==> src/rtl/debug_control_unit_pkg.sv <==
// Shared definitions for the UART debug sequencer: command bytes, FSM state
// encoding (also driven onto the LEDs) and the default halt opcode.
package debug_control_unit_pkg;

    // Command bytes received over the debug link
    localparam logic [7:0] CmdStart      = 8'h01;
    localparam logic [7:0] CmdContinuous = 8'h02;
    localparam logic [7:0] CmdStepMode   = 8'h03;
    localparam logic [7:0] CmdReprogram  = 8'h05;
    localparam logic [7:0] CmdStep       = 8'h06;

    // Opcode in bits [31:26] that ends programming and stops execution
    localparam logic [5:0] DefaultHaltOpcode = 6'b111111;

    // Encodings are fixed because dbg_state exposes them on the LEDs
    typedef enum logic [2:0] {
        StIdle     = 3'd0,
        StProgram  = 3'd1,
        StWaitMode = 3'd2,
        StRunCont  = 3'd3,
        StStepWait = 3'd4,
        StStepExec = 3'd5,
        StReport   = 3'd6,
        StDone     = 3'd7
    } dbg_state_e;

endpackage

==> src/rtl/debug_report_tx.sv <==
// Serializes a NumBytes-byte payload, LSB first, onto the UART transmitter
// handshake. tx_start_o is held high across all bytes; tx_data_o advances on
// each tx_done_i and tx_start_o drops on the last one, when done_o pulses.
//
// Ports:
//   clk_i, rst_ni   clock, asynchronous active-low reset
//   start_i         one-cycle pulse: latch payload_i and begin sending
//   payload_i       bytes to send, byte 0 in bits [7:0]
//   done_o          one-cycle pulse (combinational) on the final tx_done_i
//   tx_start_o      registered transmit request level
//   tx_data_o       registered byte to transmit
//   tx_done_i       one-cycle pulse: current byte has been sent
module debug_report_tx #(
    parameter int unsigned NumBytes = 8
) (
    input  logic                    clk_i,
    input  logic                    rst_ni,
    input  logic                    start_i,
    input  logic [8*NumBytes-1:0]   payload_i,
    output logic                    done_o,
    output logic                    tx_start_o,
    output logic [7:0]              tx_data_o,
    input  logic                    tx_done_i
);

    localparam int unsigned IdxW = $clog2(NumBytes);

    logic [8*NumBytes-1:0] payload_q, payload_d;
    logic [IdxW-1:0]       idx_q, idx_d;
    logic                  tx_start_q, tx_start_d;
    logic [7:0]            tx_data_q, tx_data_d;
    logic                  last;

    assign last   = (idx_q == IdxW'(NumBytes - 1));
    assign done_o = tx_start_q && tx_done_i && last;

    always_comb begin
        payload_d  = payload_q;
        idx_d      = idx_q;
        tx_start_d = tx_start_q;
        tx_data_d  = tx_data_q;
        if (start_i) begin
            payload_d  = payload_i;
            idx_d      = '0;
            tx_start_d = 1'b1;
            tx_data_d  = payload_i[7:0];
        end else if (tx_start_q && tx_done_i) begin
            if (last) begin
                tx_start_d = 1'b0;
            end else begin
                idx_d     = idx_q + 1'b1;
                tx_data_d = payload_q[8*idx_d +: 8];
            end
        end
    end

    always_ff @(posedge clk_i or negedge rst_ni) begin
        if (!rst_ni) begin
            payload_q  <= '0;
            idx_q      <= '0;
            tx_start_q <= 1'b0;
            tx_data_q  <= '0;
        end else begin
            payload_q  <= payload_d;
            idx_q      <= idx_d;
            tx_start_q <= tx_start_d;
            tx_data_q  <= tx_data_d;
        end
    end

    assign tx_start_o = tx_start_q;
    assign tx_data_o  = tx_data_q;

endmodule

==> src/rtl/debug_control_unit.sv <==
// Sequencer between the UART debug link and the MIPS pipeline. Assembles
// little-endian instructions from received bytes into instruction memory,
// then runs the CPU continuously or one cycle per STEP command, and reports
// {cycle_count, PC} as 8 bytes after every step and at halt.
//
// Ports:
//   CLK100MHZ, SWITCH_RESET   clock, asynchronous active-low reset
//   rx_done, rx_data          received byte strobe and data
//   tx_start, tx_data, tx_done  transmitter handshake (level request)
//   imem_wr_en/addr/data      instruction memory write port
//   cpu_reset, cpu_enable     pipeline reset (active high) and clock enable
//   cpu_halt, cpu_pc          pipeline status
//   dbg_state                 current state encoding for LEDs
module debug_control_unit
    import debug_control_unit_pkg::*;
#(
    parameter int unsigned LEN         = 32,
    parameter int unsigned ADDR_LEN    = 10,
    parameter logic [5:0]  HALT_OPCODE = DefaultHaltOpcode
) (
    input  logic                CLK100MHZ,
    input  logic                SWITCH_RESET,
    input  logic                rx_done,
    input  logic [7:0]          rx_data,
    output logic                tx_start,
    output logic [7:0]          tx_data,
    input  logic                tx_done,
    output logic                imem_wr_en,
    output logic [ADDR_LEN-1:0] imem_wr_addr,
    output logic [LEN-1:0]      imem_wr_data,
    output logic                cpu_reset,
    output logic                cpu_enable,
    input  logic                cpu_halt,
    input  logic [LEN-1:0]      cpu_pc,
    output logic [2:0]          dbg_state
);

    dbg_state_e          state_q, state_d;
    dbg_state_e          ret_q, ret_d;
    logic [ADDR_LEN-1:0] addr_q, addr_d;
    logic [1:0]          byte_idx_q, byte_idx_d;
    logic [LEN-1:0]      word_q, word_d;
    logic [LEN-1:0]      count_q, count_d;
    logic                wr_en_q, wr_en_d;
    logic [ADDR_LEN-1:0] wr_addr_q, wr_addr_d;
    logic [LEN-1:0]      wr_data_q, wr_data_d;
    logic                cpu_reset_q, cpu_reset_d;
    logic                cpu_enable_q, cpu_enable_d;

    logic [LEN-1:0]      word_next;
    logic                enter_prog;
    logic                rpt_start;
    logic                rpt_done;
    logic [2*LEN-1:0]    rpt_payload;

    always_comb begin
        state_d    = state_q;
        ret_d      = ret_q;
        addr_d     = addr_q;
        byte_idx_d = byte_idx_q;
        word_d     = word_q;
        count_d    = count_q;
        wr_en_d    = 1'b0;
        wr_addr_d  = wr_addr_q;
        wr_data_d  = wr_data_q;
        enter_prog = 1'b0;
        rpt_start  = 1'b0;

        word_next = word_q;
        word_next[8*byte_idx_q +: 8] = rx_data;

        unique case (state_q)
            StIdle: begin
                if (rx_done && rx_data == CmdStart) enter_prog = 1'b1;
            end
            StProgram: begin
                // Every byte is data here, including command values
                if (rx_done) begin
                    word_d     = word_next;
                    byte_idx_d = byte_idx_q + 1'b1;
                    if (byte_idx_q == 2'd3) begin
                        wr_en_d   = 1'b1;
                        wr_addr_d = addr_q;
                        wr_data_d = word_next;
                        addr_d    = addr_q + 1'b1;
                        // Stop at halt or at the last word; no address wrap
                        if (word_next[LEN-1 -: 6] == HALT_OPCODE ||
                            addr_q == {ADDR_LEN{1'b1}}) begin
                            state_d = StWaitMode;
                        end
                    end
                end
            end
            StWaitMode: begin
                if (rx_done) begin
                    if (rx_data == CmdContinuous) state_d = StRunCont;
                    else if (rx_data == CmdStepMode) state_d = StStepWait;
                    else if (rx_data == CmdReprogram) enter_prog = 1'b1;
                end
            end
            StRunCont: begin
                // The halting cycle is not counted
                if (cpu_halt) begin
                    state_d   = StReport;
                    ret_d     = StDone;
                    rpt_start = 1'b1;
                end else begin
                    count_d = count_q + 1'b1;
                end
            end
            StStepWait: begin
                // Halt takes priority over a coincident STEP
                if (cpu_halt) begin
                    state_d   = StReport;
                    ret_d     = StDone;
                    rpt_start = 1'b1;
                end else if (rx_done) begin
                    if (rx_data == CmdStep) state_d = StStepExec;
                    else if (rx_data == CmdReprogram) enter_prog = 1'b1;
                end
            end
            StStepExec: begin
                count_d   = count_q + 1'b1;
                state_d   = StReport;
                ret_d     = StStepWait;
                rpt_start = 1'b1;
            end
            StReport: begin
                if (rpt_done) state_d = ret_q;
            end
            StDone: begin
                if (rx_done && (rx_data == CmdReprogram || rx_data == CmdStart)) begin
                    enter_prog = 1'b1;
                end
            end
            default: state_d = StIdle;
        endcase

        if (enter_prog) begin
            state_d    = StProgram;
            addr_d     = '0;
            byte_idx_d = '0;
            count_d    = '0;
        end

        // Latched by the serializer only when rpt_start is high
        rpt_payload = {count_d, cpu_pc};

        cpu_reset_d  = state_d inside {StIdle, StProgram, StWaitMode};
        cpu_enable_d = state_d inside {StRunCont, StStepExec};
    end

    always_ff @(posedge CLK100MHZ or negedge SWITCH_RESET) begin
        if (!SWITCH_RESET) begin
            state_q      <= StIdle;
            ret_q        <= StIdle;
            addr_q       <= '0;
            byte_idx_q   <= '0;
            word_q       <= '0;
            count_q      <= '0;
            wr_en_q      <= 1'b0;
            wr_addr_q    <= '0;
            wr_data_q    <= '0;
            cpu_reset_q  <= 1'b1;
            cpu_enable_q <= 1'b0;
        end else begin
            state_q      <= state_d;
            ret_q        <= ret_d;
            addr_q       <= addr_d;
            byte_idx_q   <= byte_idx_d;
            word_q       <= word_d;
            count_q      <= count_d;
            wr_en_q      <= wr_en_d;
            wr_addr_q    <= wr_addr_d;
            wr_data_q    <= wr_data_d;
            cpu_reset_q  <= cpu_reset_d;
            cpu_enable_q <= cpu_enable_d;
        end
    end

    debug_report_tx #(
        .NumBytes (2 * LEN / 8)
    ) u_report_tx (
        .clk_i      (CLK100MHZ),
        .rst_ni     (SWITCH_RESET),
        .start_i    (rpt_start),
        .payload_i  (rpt_payload),
        .done_o     (rpt_done),
        .tx_start_o (tx_start),
        .tx_data_o  (tx_data),
        .tx_done_i  (tx_done)
    );

    assign imem_wr_en   = wr_en_q;
    assign imem_wr_addr = wr_addr_q;
    assign imem_wr_data = wr_data_q;
    assign cpu_reset    = cpu_reset_q;
    assign cpu_enable   = cpu_enable_q;
    assign dbg_state    = state_q;

endmodule
==> config.mk <==
export PLATFORM = sky130hd
export DESIGN_NAME = debug_control_unit
export DESIGN_NICKNAME = d
export VERILOG_FILES = /design/src/rtl/debug_control_unit_pkg.sv /design/src/rtl/debug_report_tx.sv /design/src/rtl/debug_control_unit.sv
export SDC_FILE = /design/constraint.sdc
export NUM_CORES = 1
export LEC_CHECK = 0
export ABC_AREA = 1
export CAP_MARGIN = 30
export CORE_MARGIN = 3
export CORE_UTILIZATION = 25
export CTS_CLUSTER_DIAMETER = 80
export DETAILED_ROUTE_END_ITERATION = 6
export GPL_TIMING_DRIVEN = 1
export HOLD_SLACK_MARGIN = 0.12
export PLACE_DENSITY_LB_ADDON = 0.1
export RECOVER_POWER = 100
export SYNTH_ARGS = -nofsm -noshare
export SYNTH_HDL_FRONTEND = slang
export SYNTH_HIERARCHICAL = 1
export SYNTH_SLANG_ARGS = --single-unit
==> constraint.sdc <==
create_clock -name CLK100MHZ -period 5.7 [get_ports CLK100MHZ]
set_input_delay 1.71 -clock CLK100MHZ [delete_from_list [all_inputs] [get_ports CLK100MHZ]]
set_output_delay 1.71 -clock CLK100MHZ [all_outputs]
set_load 0.005 [all_outputs]
After elaboration in Yosys (flattened, before gate mapping) --
Index checks and enable logic that the tools add are counted.
Word-level totals: register bits after elaboration 203, latch bits 0, memory bits (writable) 0, ROM bits 0, bits of input ports 45, memories 0
Operators by class: add/subtract/negate cells 5, $mul 0, divide/modulo/power cells 0, $lt $le $gt $ge 0, equal/unequal tests 22, shift operators 3, multiplexer cells 50, bitwise operators 0, reductions and logical operators 24
Operators by type and width (number):
- two-way mux 32 bit | 2
- one-hot mux 32 bit (2 select lines) | 1
- indexed part select 64 x 7 -> 8 bit | 1
- two-way mux 3 bit | 16
- two-way mux 10 bit | 4
- negator 5 -> 34 bit | 1
- variable shift 8 x 34 -> 32 bit (first input constant) | 1
- indexed part select 8 x 34 -> 32 bit | 1
- adder 32 x 1 -> 32 bit (second input constant) | 1
- bitwise mux 32 bit | 1
- two-way mux 8 bit | 3
- equality test 3 bit (second input constant) | 6
- one-hot mux 3 bit (6 select lines) | 1
- equality test 8 x 2 -> 1 bit (second input constant) | 2
- equality test 8 x 3 -> 1 bit (second input constant) | 2
- two-way mux 1 bit | 16
- nonzero test 2 bit | 7
- equality test 3 x 2 -> 1 bit (second input constant) | 4
- adder 10 x 1 -> 10 bit (second input constant) | 1
- equality test 10 bit (second input constant) | 1
- AND reduction 2 bit | 5
- equality test 8 x 1 -> 1 bit (second input constant) | 1
- equality test 3 x 1 -> 1 bit (second input constant) | 2
- equality test 6 bit (second input constant) | 1
- 15 further kinds | 23

Longest topological paths before layout --
depth after elaboration 12, depth in mapped cells 16, mapped depth without buffers 14

Cells and area by module --
Netlist, hierarchy kept.
By module, submodules not included:
- debug_control_unit | times used 1, cells each 861, area an instance 6500.0 um2
- debug_report_tx | times used 1, cells each 492, area an instance 3743.6 um2

Least setup slack after synthesis --
Ideal clock, no wire load.
kind input -> register, start point in cpu_halt, end point reg u_report_tx.tx_data_q[0], in the netlist u_report_tx/tx_data_o[0], data arrival time 2.991 ns, data required time 5.587 ns, slack 2.596 ns, stages on the path 13, path through inv_1 > nor2_1 > inv_1 > nand2_1 > nor2_1 > inv_1 > buf_6 > nor2_4 > buf_6 > nor2_1 > nand3_1 > nand2_1 > inv_1
Between the ends: cells in the longest elaborated chain, start to end 4, elaborated cells between the ends (all ways) 6, those cells by class eq/ne: 1; mux: 3; reduce/logical: 2
Ends and longest elaborated chain:
- start, declared | RTL line debug_control_unit.sv:33 | input logic cpu_halt,
- two-way mux 1 bit * | RTL line debug_control_unit.sv:103, debug_control_unit.sv:113
- one-hot mux 1 bit (2 select lines) * | RTL line debug_control_unit.sv:72 | unique case (state_q)
- named net rpt_start | RTL line debug_control_unit.sv:52 | logic rpt_start;
- inequality test 2 bit (no line) / nonzero test 2 bit (equally long branches)
- AND reduction 2 bit (no line)
- end signal, assigned | RTL line debug_report_tx.sv:67 | tx_data_q <= tx_data_d;
- end, declared | RTL line debug_report_tx.sv:31 | logic [7:0] tx_data_q, tx_data_d;
Mark *: on every way through the listed nets, which the timed path passes. The rest lies on a longest branch. A chain may end at the register's enable or synchronous reset.

Final worst setup path --
start point in cpu_halt, end point reg u_report_tx.payload_q[39]
Between the ends: cells in the longest elaborated chain, start to end 3, elaborated cells between the ends (all ways) 7, those cells by class mux: 7
Ends and longest elaborated chain:
- two-way mux 1 bit / two-way mux 32 bit (equally long branches) | RTL line debug_control_unit.sv:113, debug_control_unit.sv:103
- one-hot mux 1 bit (4 select lines) / one-hot mux 32 bit (2 select lines) (equally long branches) | RTL line debug_control_unit.sv:72
- two-way mux 32 bit * | RTL line debug_control_unit.sv:139 | if (enter_prog) begin
- named net count_d[7] | RTL line debug_control_unit.sv:43 | logic [LEN-1:0] count_q, count_d;
- end signal, assigned | RTL line debug_report_tx.sv:64 | payload_q <= payload_d;
- end, declared | RTL line debug_report_tx.sv:28 | logic [8*NumBytes-1:0] payload_q, payload_d;
Marked as above.

==> impl_metrics.py <==
metrics = {
    "status": {
        "outcome": "finished with violations",
        "violations": "max-capacitance violations, max-slew violations",
    },
    "timing": {
        "slew_viol_final": 151,
        "rsz0062_at_grt": "no",
        "min_period_ns": 4.52,
        "setup_violations": 0,
        "finalSetupTns_ns": 0,
        "fmax_mhz": 221,
        "relSlewSlack": -0.352,
        "tightest_slew_ns": 2.03,
        "period_share": 0.793,
        "finClkSkew_ns": 0.0204,
        "hold_viol_final": 0,
    },
    "route": {
        "drtIter0Drc": 600,
        "drt_wl_total_mm": 31.5,
        "routedWlPerCell_um": 16.0,
        "via_count": 8786,
        "first_pass_iters": 5,
        "avgViaCountPerCell": 4.47,
        "ant_nets": 0,
        "drc_errors": 0,
    },
    "worst_setup_path": {
        "crit_path_start": "cpu_halt",
        "endpoint": "u_report_tx/payload_q[39]",
        "r2r-end": "addr_q[9]",
        "r2r-start": "byte_idx_q[0]",
        "end_kind": "register",
        "cp.required_ns": 6.07,
        "worst_r2r_path_depth": 10,
        "crit_fanout": 24,
        "critPathArrivalTime_ns": 4.89,
        "startpoint_type": "input pin",
        "criticalPathCategory": "input pin to register",
        "r2r_setup_slack_ns": 2.20,
    },
    "cells_and_area": {
        "regArea_sq_um": 5010,
        "final_cell_mix": "457 x nand2_1, 199 x dfrtp_1, 183 x inv_1",
        "final_core_util": 0.305,
        "antennaDiodeCount": 0,
        "syn_to_final_growth_pct": 19.2,
        "multiInputGateArea_sq_um": 4150,
        "fillers": 4406,
        "layout.nets": 1481,
        "drive_above_1_share": 0.0382,
        "layout_commonest_cell": "nand2_1",
    },
    "place": {
        "dpl.hpwl_mm": 22.0,
        "gp_congestion": 0.822,
        "numPortBuffers": 101,
    },
    "clocking": {
        "cts_max_level": 4,
        "worstSkewPairLatency_ns": 0.46,
        "path_clk_slew_ns": 0.08,
        "cts_made_buffers": 17,
        "cts_resized": 0,
        "cts_tree": "done",
        "cts-root-buf": "clkbuf_16",
        "cts.sinks": 200,
        "postCtsSetupRepairBufs": 0,
        "cts_hold_buf": 0,
        "cts_buffer_depth": 2,
    },
    "global_routing": {
        "antenna_found_initial": 0,
        "grt_pass1_wl_mm": 50.8,
        "grt.overflow.total": 0,
        "grt_use_total": 0.147,
        "grt_pass1_vias": 8811,
        "grt_max_degree": 107,
    },
    "floorplan": {
        "io_pins": 102,
        "start_util": 0.255,
        "placementRows": 73,
        "die_w_um": 208,
        "die_h_um": 208,
        "coreArea_sq_um": 40100,
        "dieArea_sq_um": 43400,
    },
    "yosys": {
        "synthFlopType": "dfrtp_1",
        "ys_seq_area_frac": 0.489,
        "async_flop_share": 1.00,
        "yosysWarnings": 6,
        "synth_seq_cells": 200,
        "synth.avg_cell_area_sq_um": 7.57,
        "synth_fp_nets": 1406,
        "synth.distinct_cells": 50,
        "synth_edf_count": 0,
        "syn_area_sq_um": 10200,
        "syn_inst": 1353,
    },
    "pwr": {
        "power_frac_comb": 0.386,
        "ir_drop_v": 0.000180,
        "pwr_density_cell_nw_per_um2": 436,
        "p_leak_nw": 6.01,
        "switchingPower_mw": 2.18,
        "pwr-share-clk": 0.231,
        "p_int_mw": 3.15,
        "pwr-share-seq": 0.383,
        "swShare": 0.409,
    },
    "job": {
        "maxCapViolations": 3,
    },
    "hold_path": {
        "hold_class": "register to register",
    },
}
## state kept, by name, indices dropped and copies added, names as in the netlist, 2 cells and up
register,count
ret_q,2
u_report_tx/payload_q,64
addr_q,10
imem_wr_addr,10
u_report_tx/idx_q,3
dbg_state,3
word_q,30
imem_wr_data,32
byte_idx_q,2
count_q,32
u_report_tx/tx_data_o,8
## layer usage
layer  global-route usage  part of all wire
met1                0.210              0.50
met2                0.228              0.45
met3               0.0293             0.032
met4               0.0381             0.016
met5                    0                 0
## cells in the mapped netlist (3+ instances only)
cell type | number | area share
a21oi_1 | 29 | 0.014
a31oi_1 | 4 | 0.0024
buf_2 | 16 | 0.0078
buf_4 | 9 | 0.0066
buf_6 | 6 | 0.0066
clkbuf_1 | 20 | 0.0073
dfrtp_1 | 199 | 0.49
ha_1 | 8 | 0.0098
inv_1 | 183 | 0.067
inv_2 | 4 | 0.0015
nand2_1 | 455 | 0.17
nand2_2 | 4 | 0.0024
nand3_1 | 89 | 0.043
nand4_1 | 19 | 0.012
nor2_1 | 83 | 0.030
nor2_2 | 8 | 0.0049
nor2_4 | 5 | 0.0055
nor3_1 | 14 | 0.0068
nor4_1 | 3 | 0.0018
o21ai_0 | 122 | 0.060
o22ai_1 | 12 | 0.0073
o32ai_1 | 12 | 0.010
or2_1 | 7 | 0.0043
xor2_1 | 6 | 0.0051
## critical path, cell delays in order
cell           delay [ns]
dlygate4sd3_1        0.57
nor2_1               0.16
nor2_4               0.46
clkinvlp_2           0.97
nand3_1              0.37
o21ai_0              0.11
a21oi_1              0.35
nand2_1              0.09
o21ai_0              0.08
## per-stage QoR
stage               hold slack [ns]  setup WS, ns  std cells  cell area [sq um]  total power, mW
finish                        0.457          1.18       1966              12200             5.33
global route                  0.488         0.794       1966              12200             5.81
CTS                           0.458          1.66       1965              12300             5.46
detailed placement            0.439          1.17       1933              11700             4.19
global placement              0.440          1.17       1932              11700             4.20
floorplan                     0.422          2.60       1353              10200             3.45
## cell families (layout without fill, tap and decap cells)
group,count (synthesis),after routing,share of synthesized area
AO/OA/AOI/OAI,195,195,0.107
XOR/XNOR,8,8,0.00684
adder cells (fa/ha/maj),8,8,0.00977
buffers and inverters,245,333,0.101
flip-flops,200,200,0.489
AND/OR/NAND/NOR,697,697,0.287
## final cells by class
cell class	count	share of cell area
multi-input cells	908	0.339
well taps	525	0.0538
clock inverters	11	0.00943
clock buffers	21	0.0377
inverters	191	0.0591
repair buffers	110	0.0907
flip-flops and latches	200	0.410
## power groups by stage
| stage | Combinational, mW | Sequential (mW) | Clock, mW |
|---|---|---|---|
| floorplan | 1.44 | 2.01 | 0 |
| global placement | 2.12 | 2.08 | 0 |
| detailed placement | 2.12 | 2.07 | 0 |
| CTS | 2.13 | 2.05 | 1.28 |
| global route | 2.37 | 2.10 | 1.34 |
| finish | 2.06 | 2.04 | 1.23 |
## worst min path at each step
stage / cells after the start / slack (ns) / to / start
after global routing: 2 / 0.49 / imem_wr_data[2] / imem_wr_data[2]
final: 2 / 0.46 / ret_q[2] / ret_q[2]
after global placement: 2 / 0.44 / ret_q[2] / ret_q[2]
after floorplan: 2 / 0.42 / ret_q[2] / ret_q[2]
after CTS: 2 / 0.46 / ret_q[2] / ret_q[2]
after detailed placement: 2 / 0.44 / ret_q[2] / ret_q[2]
(Power assumes the default switching activity.)
